--- config.mk ---
export PLATFORM = sky130hd
export DESIGN_NAME = bus_if_ext
export DESIGN_NICKNAME = d
export VERILOG_FILES = /design/src/rtl/bus_if_ext.sv
export SDC_FILE = /design/constraint.sdc
export NUM_CORES = 1
export LEC_CHECK = 0
export ABC_AREA = 1
export BUFFER_PORTS_ARGS = -buffer_cell sky130_fd_sc_hd__buf_2
export CORE_MARGIN = 2
export CORE_UTILIZATION = 28
export CTS_CLUSTER_SIZE = 10
export DETAILED_ROUTE_END_ITERATION = 7
export HOLD_SLACK_MARGIN = 0.1
export PLACE_DENSITY_LB_ADDON = 0.12
export SLEW_MARGIN = 0
export SYNTH_ARGS = -nofsm -noshare
export SYNTH_HDL_FRONTEND = slang
export SYNTH_SLANG_ARGS = --single-unit
export TNS_END_PERCENT = 30
--- constraint.sdc ---
create_clock -name clk -period 4 [get_ports clk]
set_clock_uncertainty 0.15 [all_clocks]
set_input_delay 0.4 -clock clk [delete_from_list [all_inputs] [get_ports clk]]
set_output_delay 0.4 -clock clk [all_outputs]
set_load 0.02 [all_outputs]
--- src/rtl/bus_if_ext.sv ---
// Bus master interface for one memory-accessing pipeline stage: decodes accesses to the
// local scratchpad or the arbitrated bus, runs the req/grant/strobe/ready handshake, and
// aborts stuck bus cycles with a watchdog.
module bus_if_ext #(
  parameter int              AW      = 30,
  parameter int              DW      = 32,
  parameter int              TAG_W   = 3,
  parameter logic [TAG_W-1:0] SPM_TAG = 3'b001,
  parameter int              TIMEOUT = 256,
  parameter int              CNT_W   = 9
) (
  input  logic          clk,
  input  logic          reset,
  input  logic          stall,
  input  logic          flush,
  output logic          busy,
  input  logic [AW-1:0] addr,
  input  logic          as_,
  input  logic          rw,
  input  logic [DW-1:0] wr_data,
  output logic [DW-1:0] rd_data,
  output logic          err,
  input  logic [DW-1:0] spm_rd_data,
  output logic [AW-1:0] spm_addr,
  output logic          spm_as_,
  output logic          spm_rw,
  output logic [DW-1:0] spm_wr_data,
  input  logic [DW-1:0] bus_rd_data,
  input  logic          bus_rdy_,
  input  logic          bus_grnt_,
  output logic          bus_req_,
  output logic [AW-1:0] bus_addr,
  output logic          bus_as_,
  output logic          bus_rw,
  output logic [DW-1:0] bus_wr_data
);

  typedef enum logic [1:0] {IDLE, REQ, ACCESS, STALL} state_t;

  localparam logic [CNT_W-1:0] WD_LAST = CNT_W'((TIMEOUT == 0) ? 0 : TIMEOUT - 1);

  state_t           state, state_nxt;
  logic [DW-1:0]    rd_buf, rd_buf_nxt;
  logic [CNT_W-1:0] wd, wd_nxt;
  logic             req_nxt, as_nxt, rw_nxt;
  logic [AW-1:0]    addr_nxt;
  logic [DW-1:0]    wdata_nxt;

  logic tag_hit, spm_hit, bus_start, in_bus, rdy_hit, timeout;

  assign tag_hit   = (addr[AW-1:AW-TAG_W] == SPM_TAG);
  assign spm_hit   = (state == IDLE) && !as_ && !flush && tag_hit;
  assign bus_start = (state == IDLE) && !as_ && !flush && !tag_hit;
  assign in_bus    = (state == REQ) || (state == ACCESS);
  assign rdy_hit   = (state == ACCESS) && !bus_rdy_;
  // A ready arriving on the last allowed cycle completes normally instead of aborting.
  assign timeout   = (TIMEOUT != 0) && in_bus && !rdy_hit && (wd == WD_LAST);

  assign spm_addr    = addr;
  assign spm_rw      = rw;
  assign spm_wr_data = wr_data;
  assign spm_as_     = !spm_hit;

  // NOTE: every signal written here gets a default first, so no path leaves one unassigned and no latch is inferred.
  always_comb begin
    state_nxt  = state;
    rd_buf_nxt = rd_buf;
    wd_nxt     = wd;
    req_nxt    = bus_req_;
    as_nxt     = bus_as_;
    addr_nxt   = bus_addr;
    rw_nxt     = bus_rw;
    wdata_nxt  = bus_wr_data;
    busy       = 1'b0;
    err        = 1'b0;
    rd_data    = rd_buf;

    case (state)
      IDLE: begin
        if (spm_hit) begin
          rd_data = spm_rd_data;
        end else if (bus_start) begin
          busy      = 1'b1;
          addr_nxt  = addr;
          rw_nxt    = rw;
          wdata_nxt = wr_data;
          req_nxt   = 1'b0;
          wd_nxt    = '0;
          state_nxt = REQ;
        end
      end
      REQ: begin
        busy   = 1'b1;
        wd_nxt = wd + CNT_W'(1);
        if (!bus_grnt_) begin
          as_nxt    = 1'b0;
          state_nxt = ACCESS;
        end
      end
      ACCESS: begin
        busy   = 1'b1;
        as_nxt = 1'b1;
        wd_nxt = wd + CNT_W'(1);
        if (rdy_hit) begin
          busy    = 1'b0;
          rd_data = bus_rd_data;
          if (bus_rw) rd_buf_nxt = bus_rd_data;
          req_nxt   = 1'b1;
          state_nxt = stall ? STALL : IDLE;
        end
      end
      STALL: begin
        if (!stall) state_nxt = IDLE;
      end
      default: state_nxt = IDLE;
    endcase

    if (timeout) begin
      err        = 1'b1;
      busy       = 1'b0;
      rd_data    = '0;
      rd_buf_nxt = '0;
      req_nxt    = 1'b1;
      as_nxt     = 1'b1;
      state_nxt  = stall ? STALL : IDLE;
    end
  end

  // NOTE: sequential state uses non-blocking assignments so every register samples pre-edge values.
  always_ff @(posedge clk) begin
    if (!reset) begin
      state       <= IDLE;
      rd_buf      <= '0;
      wd          <= '0;
      bus_req_    <= 1'b1;
      bus_as_     <= 1'b1;
      bus_addr    <= '0;
      bus_rw      <= 1'b1;
      bus_wr_data <= '0;
    end else begin
      state       <= state_nxt;
      rd_buf      <= rd_buf_nxt;
      wd          <= wd_nxt;
      bus_req_    <= req_nxt;
      bus_as_     <= as_nxt;
      bus_addr    <= addr_nxt;
      bus_rw      <= rw_nxt;
      bus_wr_data <= wdata_nxt;
    end
  end

endmodule

==> results.py <==
metrics = {
    "logic_synthesis": {
        "synth_xor_area_share_pct": 0,
        "synth_top_family_by_area": "simple AND/OR/NAND/NOR gates",
        "yosysWarnings": 0,
        "avgSynthCellArea_um2": 7.06,
        "ys_seq_area_share_pct": 39.1,
        "yosys.area_share.simple_pct": 27.5,
        "synth.cell_area_um2": 5530,
        "synth_seq_cells": 108,
        "synth_cell_types": 32,
        "synthAdderAreaFrac_pct": 1.58,
        "syn_inst": 783,
        "syn_nets": 924,
        "synth_mux_area_share_pct": 0,
        "synth_compound_area_share_pct": 16.0,
    },
    "pwr": {
        "vdd_drop_max_mv": 0.186,
        "p_per_area_nw_per_um2": 466,
        "leakagePower_nw": 3.45,
    },
    "detailed_routing": {
        "drtIter0Drc": 224,
        "first_pass_iters": 6,
        "routed_via_density": 4.28,
        "drc": 0,
        "wl_mm": 17.2,
        "vias": 5389,
        "wl_per_cell_um": 13.7,
        "antenna_left": 0,
    },
    "die": {
        "die_w_um": 145,
        "pin_count": 297,
        "die-area_um2": 20900,
        "die_y_um": 145,
        "start_util_pct": 28.5,
        "row_count": 51,
        "core_area_um2": 19400,
    },
    "cells_and_area": {
        "post-route-util_pct": 35.6,
        "syn2layout_area_growth_pct": 25.0,
        "fin_area_um2": 6910,
        "n_antenna_cell": 0,
        "drive_above_1_share_pct": 36.2,
        "nets": 1131,
        "final_common_cell": "buf_2",
        "layout_common_cells": "296 x buf_2, 202 x nand2_1, 158 x nor2_1",
    },
    "place": {
        "io_buffers": 296,
        "placed_area_um2": 6630,
        "routabilityCongestion": 0.755,
        "dpl.hpwl_mm": 12.7,
    },
    "timing": {
        "max_freq_ghz": 0.279,
        "hold_slack_ns": 0.147,
        "fin_tns_setup_ns": 0,
        "grt_setup_unrepaired": "false",
        "relSlewSlack_pct": 15.5,
        "period_minus_slack_ns": 3.59,
        "hold_violations": 0,
        "setup_violations": 0,
        "period_share_pct": 89.7,
        "drv_slew": 0,
        "worst_pin_slew_ns": 1.26,
    },
    "global_routing": {
        "grt_pass1_vias": 4929,
        "antenna_found_initial": 0,
        "grt_pass1_wl_mm": 25.7,
        "grt-ovfl-total": 0,
        "grt_max_degree": 65,
        "grt_use_total_pct": 15.8,
    },
    "clocking": {
        "cts_sinks": 108,
        "cts_htree_levels": 3,
        "cts_setup_buffers": 0,
        "cts_tree": "done",
        "ctsResizeCount": 0,
        "insertion_delay_ns": 0.35,
        "clockBufferDepth": 2,
        "cts_root_buf": "clkbuf_16",
        "holdBufCountCts": 0,
        "cts_buffers": 9,
        "clk_pin_slew_ns": 0.08,
    },
    "worst_setup_path": {
        "required_ns": 3.45,
        "crit_fanout": 34,
        "worstPathArrival_ns": 3.04,
        "worstSetupStartpointType": "flip-flop",
        "path_class": "reg2out",
        "critPathCaptureType": "output pin",
    },
    "worst_hold_path": {
        "worstHoldPathType": "in2reg",
    },
    "outcome": {
        "status": "complete, no violations",
    },
    "flow_run": {
        "maxCapViolCount": 0,
    },
}
[where the power goes]
group	internal (mW)	switching, mW
registers	1.20	0.0686
logic	0.336	0.727
clock network	0.439	0.445
[registers in the layout, indices dropped and copies added, names as in the netlist]
| name | flops |
|---|---|
| rd_buf | 32 |
| state | 2 |
| bus_wr_data | 32 |
| bus_as_ | 1 |
| wd | 9 |
| bus_addr | 30 |
| bus_rw | 1 |
| bus_req_ | 1 |
[metal layers]
metal  routed length (um)  GRT usage, %  part of all wire [%]
met5                    0             0                     0
met4                  221          5.01                   1.3
met2                 7890          27.2                    46
met3                 1410          4.64                   8.2
met1                 7690          19.1                    45
[worst max-delay path, stage by stage (launching register included)]
cell     delay (ns)
dfxtp_1        0.40
inv_1          0.11
ha_1           0.28
inv_2          0.15
nor2_2         0.05
nand2_2        0.11
nor2_8         0.12
o21ai_4        0.98
a21oi_2        0.13
nor2_1         0.14
buf_2          0.20
[metrics by stage]
step	total power [mW]	worst slack, ns	cells
2_1_floorplan	2.09	1.60	783
6_report	3.22	0.413	1260
3_3_place_gp	2.39	0.727	1244
4_1_cts	3.29	0.282	1260
3_5_place_dp	2.38	0.673	1244
5_1_grt	3.45	0.116	1260
[synth_stat cells]
| master | count | area (um2) |
|---|---|---|
| nand2_1 | 203 | 762 |
| nor2_1 | 158 | 593 |
| dfxtp_1 | 108 | 2160 |
| o21ai_0 | 66 | 330 |
| buf_4 | 64 | 480 |
| a21oi_1 | 47 | 235 |
| a21oi_2 | 30 | 263 |
| inv_1 | 27 | 101 |
| buf_6 | 14 | 158 |
| clkbuf_1 | 14 | 52.6 |
| buf_2 | 8 | 40.0 |
| ha_1 | 7 | 87.6 |
| nand3_1 | 7 | 35.0 |
| clkbuf_2 | 5 | 25.0 |
| nand2_2 | 3 | 18.8 |
| nor2_2 | 3 | 18.8 |
| nand3_2 | 2 | 20.0 |
| nand3b_1 | 2 | 15.0 |
| o21ai_1 | 2 | 10.0 |
| a22oi_1 | 1 | 7.51 |
| a311oi_1 | 1 | 8.76 |
| clkinv_1 | 1 | 3.75 |
| inv_2 | 1 | 3.75 |
| inv_6 | 1 | 8.76 |
| nand3b_4 | 1 | 20.0 |
| nand4_1 | 1 | 6.26 |
| nor2_8 | 1 | 20.0 |
| nor3_1 | 1 | 5.00 |
| nor4_1 | 1 | 6.26 |
| o211ai_1 | 1 | 7.51 |
| o21ai_4 | 1 | 16.3 |
| o21bai_1 | 1 | 7.51 |
[cell type report]
cell class | instances | area (um2)
fillers | 2226 | 12500
multi-input cells | 540 | 2500
flip-flops and latches | 108 | 2160
repair buffers | 301 | 1520
well taps | 265 | 332
clock buffers | 10 | 229
inverters | 30 | 118
clock inverters | 6 | 56.3
[cells by family (layout without fill, tap and decap cells)]
family	Yosys count	count (layout)
compound gates	150	150
fa+ha+maj	7	7
buf+inv	135	347
flops	108	108
simple gates	383	383
[worst paths after layout]
check | startpoint | to | slack [ns] | cells after the start
setup / recovery | state[0] | rd_data[29] | 0.41 | 10
hold / removal | bus_grnt_ | bus_as_ | 0.15 | 3
setup reg to reg | wd[0] | state[0] | 1.21 | 12
hold reg to reg | bus_addr[29] | bus_addr[29] | 0.31 | 2
No activity file was read; power rests on OpenSTA's default activity.
